[src/rtl/ofdm_pkg.sv]
// Shared types and constants for the 4-subcarrier BPSK OFDM transmitter.
//   N_SC       : subcarriers per symbol (bits per group)
//   OUT_W      : output sample width, two's complement
//   BIT_PERIOD : clocks per input bit and per output sample
`timescale 1ns/1ps
package ofdm_pkg;

  localparam int unsigned N_SC       = 4;
  localparam int unsigned OUT_W      = 4;
  localparam int unsigned BIT_PERIOD = 2;
  localparam int unsigned PH_W       = (BIT_PERIOD > 1) ? $clog2(BIT_PERIOD) : 1;
  localparam int unsigned CNT_W      = $clog2(N_SC);

  typedef logic signed [OUT_W-1:0] sample_t;

  // All four time-domain samples of one symbol.
  typedef struct packed {
    sample_t x3;
    sample_t x2;
    sample_t x1;
    sample_t x0;
  } idft_out_t;

  // Samples still to be streamed after x0 has gone out.
  typedef struct packed {
    sample_t x3;
    sample_t x2;
    sample_t x1;
  } tail_t;

  typedef enum logic {
    ST_IDLE = 1'b0,
    ST_RUN  = 1'b1
  } run_state_e;

  // BPSK: 1 -> +1, 0 -> -1
  function automatic sample_t bpsk_map(input logic b);
    return b ? sample_t'(1) : sample_t'(-1);
  endfunction

endpackage

[src/rtl/ofdm_idft4.sv]
// Combinational 4-point IDFT (real part, unscaled) of four BPSK-mapped bits.
//   bits_i      : b3..b0, bit k drives subcarrier X_k
//   samples_c_o : x0..x3 time samples, range -4..+4
`timescale 1ns/1ps
module ofdm_idft4
  import ofdm_pkg::*;
(
  input  logic [N_SC-1:0] bits_i,
  output idft_out_t       samples_c_o
);

  sample_t sym0, sym1, sym2, sym3;

  assign sym0 = bpsk_map(bits_i[0]);
  assign sym1 = bpsk_map(bits_i[1]);
  assign sym2 = bpsk_map(bits_i[2]);
  assign sym3 = bpsk_map(bits_i[3]);

  // Odd bins cancel in the real part of x1/x3; the +/-4 range fits OUT_W without saturation.
  assign samples_c_o.x0 = sym0 + sym1 + sym2 + sym3;
  assign samples_c_o.x1 = sym0 - sym2;
  assign samples_c_o.x2 = sym0 - sym1 + sym2 - sym3;
  assign samples_c_o.x3 = sym0 - sym2;

endmodule

[src/rtl/ofdm_tx.sv]
// Minimal 4-subcarrier BPSK OFDM modulator: deserialises the bit stream, runs a
// 4-point IDFT per group and streams the real samples out, one per input bit.
//   clk   : system clock, rising edge
//   reset : asynchronous active-low reset
//   x_in  : serial data bit, held BIT_PERIOD clocks, LSB of group first
//   x_out : signed IDFT sample, registered, held BIT_PERIOD clocks
`timescale 1ns/1ps
module ofdm_tx
  import ofdm_pkg::*;
(
  input  logic             clk,
  input  logic             reset,
  input  logic             x_in,
  output logic [OUT_W-1:0] x_out
);

  logic [PH_W-1:0]  phase_q,   phase_d;
  logic [CNT_W-1:0] bit_cnt_q, bit_cnt_d;
  logic [N_SC-2:0]  sreg_q,    sreg_d;
  tail_t            tail_q,    tail_d;
  logic [CNT_W-1:0] out_idx_q, out_idx_d;
  sample_t          x_out_q,   x_out_d;
  run_state_e       state_q,   state_d;

  logic             sample_en_c;
  logic [N_SC-1:0]  idft_bits_c;
  idft_out_t        idft_c;

  // The final bit bypasses the shift register so x0 leaves on the edge that captures it.
  assign idft_bits_c = {x_in, sreg_q};

  ofdm_idft4 u_idft (
    .bits_i      (idft_bits_c),
    .samples_c_o (idft_c)
  );

  assign sample_en_c = (phase_q == PH_W'(BIT_PERIOD - 1));

  // Next-state: bit capture, symbol load and output sequencing.
  always_comb begin
    phase_d   = sample_en_c ? '0 : phase_q + PH_W'(1);
    bit_cnt_d = bit_cnt_q;
    sreg_d    = sreg_q;
    tail_d    = tail_q;
    out_idx_d = out_idx_q;
    x_out_d   = x_out_q;
    state_d   = state_q;

    if (sample_en_c) begin
      bit_cnt_d = bit_cnt_q + CNT_W'(1);
      if (bit_cnt_q == CNT_W'(N_SC - 1)) begin
        x_out_d   = idft_c.x0;
        tail_d    = '{x3: idft_c.x3, x2: idft_c.x2, x1: idft_c.x1};
        out_idx_d = CNT_W'(1);
        state_d   = ST_RUN;
      end else begin
        sreg_d[bit_cnt_q] = x_in;
        // out_idx wraps to 0 after x3, which holds the last sample until the next load.
        if (state_q == ST_RUN && out_idx_q != '0) begin
          out_idx_d = out_idx_q + CNT_W'(1);
          unique case (out_idx_q)
            CNT_W'(1): x_out_d = tail_q.x1;
            CNT_W'(2): x_out_d = tail_q.x2;
            CNT_W'(3): x_out_d = tail_q.x3;
            default:   x_out_d = x_out_q;
          endcase
        end
      end
    end
  end

  // State register.
  always_ff @(posedge clk or negedge reset) begin
    if (!reset) begin
      phase_q   <= '0;
      bit_cnt_q <= '0;
      sreg_q    <= '0;
      tail_q    <= '0;
      out_idx_q <= '0;
      x_out_q   <= '0;
      state_q   <= ST_IDLE;
    end else begin
      phase_q   <= phase_d;
      bit_cnt_q <= bit_cnt_d;
      sreg_q    <= sreg_d;
      tail_q    <= tail_d;
      out_idx_q <= out_idx_d;
      x_out_q   <= x_out_d;
      state_q   <= state_d;
    end
  end

  assign x_out = x_out_q;

endmodule

[config.mk]
export PLATFORM = sky130hd
export DESIGN_NAME = ofdm_tx
export DESIGN_NICKNAME = d
export VERILOG_FILES = /design/src/rtl/ofdm_pkg.sv /design/src/rtl/ofdm_idft4.sv /design/src/rtl/ofdm_tx.sv
export SDC_FILE = /design/constraint.sdc
export NUM_CORES = 1
export LEC_CHECK = 0
export CORE_UTILIZATION = 55
export CTS_BUF_LIST = sky130_fd_sc_hd__clkbuf_8
export DETAILED_ROUTE_END_ITERATION = 7
export PLACE_DENSITY = 0.87
export SYNTH_ARGS = -nofsm -noshare
export SYNTH_HDL_FRONTEND = slang
export SYNTH_SLANG_ARGS = --single-unit
[constraint.sdc]
create_clock -name clk -period 2.5 [get_ports clk]
set_clock_uncertainty 0.2 [all_clocks]
set_input_delay 0.5 -clock clk [delete_from_list [all_inputs] [get_ports clk]]
set_output_delay 0.5 -clock clk [all_outputs]
set_load 0.005 [all_outputs]
==> impl_metrics.ini <==
[cts]
clock_path_buffers = 2
htree_levels = 1
hold_buffers = 0
cts_root_buffer = clkbuf_8
clk_pin_slew_worst_paths_ns = 0.07
cts.sinks = 17
clk_latency_ns = 0.25
cts_tree = built
cts_buffers = 3

[synthesis]
synth_top_area_cell = dfrtp_1
synth_nets = 126
async_flop_share = 1.000
synth_common_cells = 17 x dfrtp_1, 15 x ha_1, 12 x inv_1, 9 x nand2_1, 8 x o21ai_0
synth.top_cells.by_area = dfrtp_1 38%, ha_1 17%, fa_1 8.9%, mux2_2 5.0%, inv_1 4.0%
synth_cells = 103
ys.warnings.count = 0
yosys.area.top_type_share = 0.3774
yosysSeqAreaShare = 0.3774
avgSynthCellArea_um2 = 10.94
synth_cell_types = 23
netlist_area_um2 = 1127
yosysMostFrequentCell = dfrtp_1
synth_seq_cells = 17
synthFlopType = dfrtp_1
synth_edf_count = 0

[timing]
setup_tns_ns = -0.1767
fmax_mhz = 373.8
hold_viol = 0
post-route-period-util = 1.070
setup_violations = 2
slew_headroom = 0.6210
tightestPinTransition_ns = 0.5626
fin_crit_ns = 2.675
timing.final.ws_setup_ns = -0.1754
slew_viol_final = 0
rsz0062_at_grt = true

[power_and_ir_drop]
vdd_ir_drop_max_v = 0.0005285
p_sw_frac = 0.2814
p_comb_frac = 0.281
seq_power_share = 0.453
p_int_uw = 539.6
powerDensity_nw_per_um2 = 551.6
total_power_uw = 750.9
power_frac_clock = 0.267
power.switching_uw = 211.3
p_leak_nw = 0.6511

[grt]
grt_use_total = 0.2512
grt_pass1_vias = 823
grt_pass1_wl_um = 3691
grt_overflow = 0
grt_max_degree = 18
antenna_found_initial = 0

[floorplan]
row_count = 16
io_pins = 7
die_area_um2 = 2235
die_w_um = 47.28
die_h_um = 47.28
start_util = 0.5805
fp.coreArea_um2 = 1942

[place]
gp_congestion = 0.7660
dp_hpwl_um = 1632
port_buffers = 5

[routing]
wl_per_cell_um = 16.74
antenna_left = 0
vias = 787
first_iter_violations = 15
avgViaCountPerCell = 5.428
wl_um = 2428
dr.pass1.iters = 4
drc = 0

[cells_and_area]
n_antenna_cell = 0
fin_nets = 142
area_growth_pct = 20.76
drive_gt1_frac = 0.2712

[critical_path]
crit_fanout = 4
crit_arrival_ns = 2.59
cp-end-kind = register
cp.required_ns = 2.42
r2r_setup_slack_ns = -0.18
crit_type = register to register
start_kind = register

[hold_path]
hold_path_class = register to register

[run_status]
violations = setup timing
outcome = finished with violations

[job]
cap_violations = 0
-- sequential cells by signal, summed over array words and instances (netlist names) --
register and cells:
sreg_q 3, tail_q 5, bit_cnt_q 2, x_out 3
out_idx_q 2, state_q 1, phase_q 1
-- final timing paths --
| check | start | to | cells past startpoint |
|---|---|---|---|
| max in group asynchronous | reset | sreg_q[2] | 2 |
| max reg2reg | sreg_q[2] | tail_q[7] | 10 |
| min reg2reg | state_q | state_q | 1 |
| min in group asynchronous | reset | state_q | 2 |
| max | sreg_q[2] | tail_q[7] | 10 |
| min | state_q | state_q | 1 |
-- what timing repair did --
| action | 4_1_cts | 5_1_grt |
|---|---|---|
| endpoints found under the setup margin | 4 | 3 |
| buffers inserted | 2 | 0 |
| pin swaps | 1 | 4 |
| gates resized for setup | 7 | 7 |
| gates cloned | 0 | 0 |
-- per-layer routing --
layer / vias to the layer above / share of wire / global-route usage
li1: 361 / - / -
met4: 0 / 0.035 / 0.09714
met2: 27 / 0.54 / 0.4685
met1: 387 / 0.39 / 0.2610
met3: 12 / 0.035 / 0.07308
met5: - / 0 / 0
-- layout by cell type, fill, tap and decap left out, drive strengths merged --
cell            n
nand2           9
nor2            4
o22a            1
nor3            2
nand2b          2
a21oi           3
xor2            2
dfrtp          17
fa              5
mux2            6
o21a            1
xnor3           1
o21ai           8
buf            10
inv            13
mux2i           4
clkbuf          3
o22ai           1
conb            1
xnor2           5
clkdlybuf4s50   4
a211oi          1
ha             15
-- worst max-delay path, cell delays in order, from the launching register on --
cell and delay (ns):
dfrtp_2 0.44, inv_2 0.08, fa_2 0.20, inv_2 0.04
fa_1 0.49, inv_1 0.06, fa_2 0.35, xnor2_2 0.15
xnor2_1 0.26, xnor2_1 0.18, o21ai_1 0.11
-- final cells by class --
type / count / area [um^2]
clock buffers: 3 / 41.29
clock inverters: 1 / 3.754
fillers: 148 / 580.6
inverters: 12 / 45.04
multi-input cells: 71 / 698.2
flip-flops and latches: 17 / 426.7
well taps: 27 / 33.78
repair buffers: 14 / 112.6
-- through the flow --
| step | cell area, um^2 | std cells | util | hold slack [ns] | worst slack (ns) |
|---|---|---|---|---|---|
| 6_report | 1361 | 145 | 0.7010 | 0.2946 | -0.1754 |
| 5_1_grt | 1361 | 145 | 0.7010 | 0.3343 | -0.2429 |
| 4_1_cts | 1329 | 145 | 0.6843 | 0.2957 | -0.03812 |
| 3_5_place_dp | 1274 | 139 | 0.6559 | 0.2802 | -0.7366 |
| 3_3_place_gp | 1274 | 139 | 0.6559 | 0.2614 | -0.6119 |
| 2_1_floorplan | 1155 | 103 | - | 0.004409 | 0.003190 |
-- cell families (layout without fill, tap and decap cells) --
kind of cell,Yosys count,in the layout,synth area share
other cells,1,1,0.003326
simple gates,17,17,0.06326
flops,17,17,0.3774
xor+xnor,8,8,0.07436
fa+ha+maj,20,20,0.2553
buf+inv,15,30,0.05549
mux,10,10,0.09545
compound gates,15,15,0.07548
-- power groups by stage --
| stage | Sequential, mW | Combinational (mW) | Clock, mW |
|---|---|---|---|
| global placement | 0.338 | 0.174 | 0 |
| global route | 0.342 | 0.232 | 0.216 |
| detailed placement | 0.343 | 0.187 | 0 |
| finish | 0.340 | 0.211 | 0.200 |
| floorplan | 0.335 | 0.110 | 0 |
| CTS | 0.338 | 0.193 | 0.200 |
Note: power is estimated with default switching activity, not from simulation.
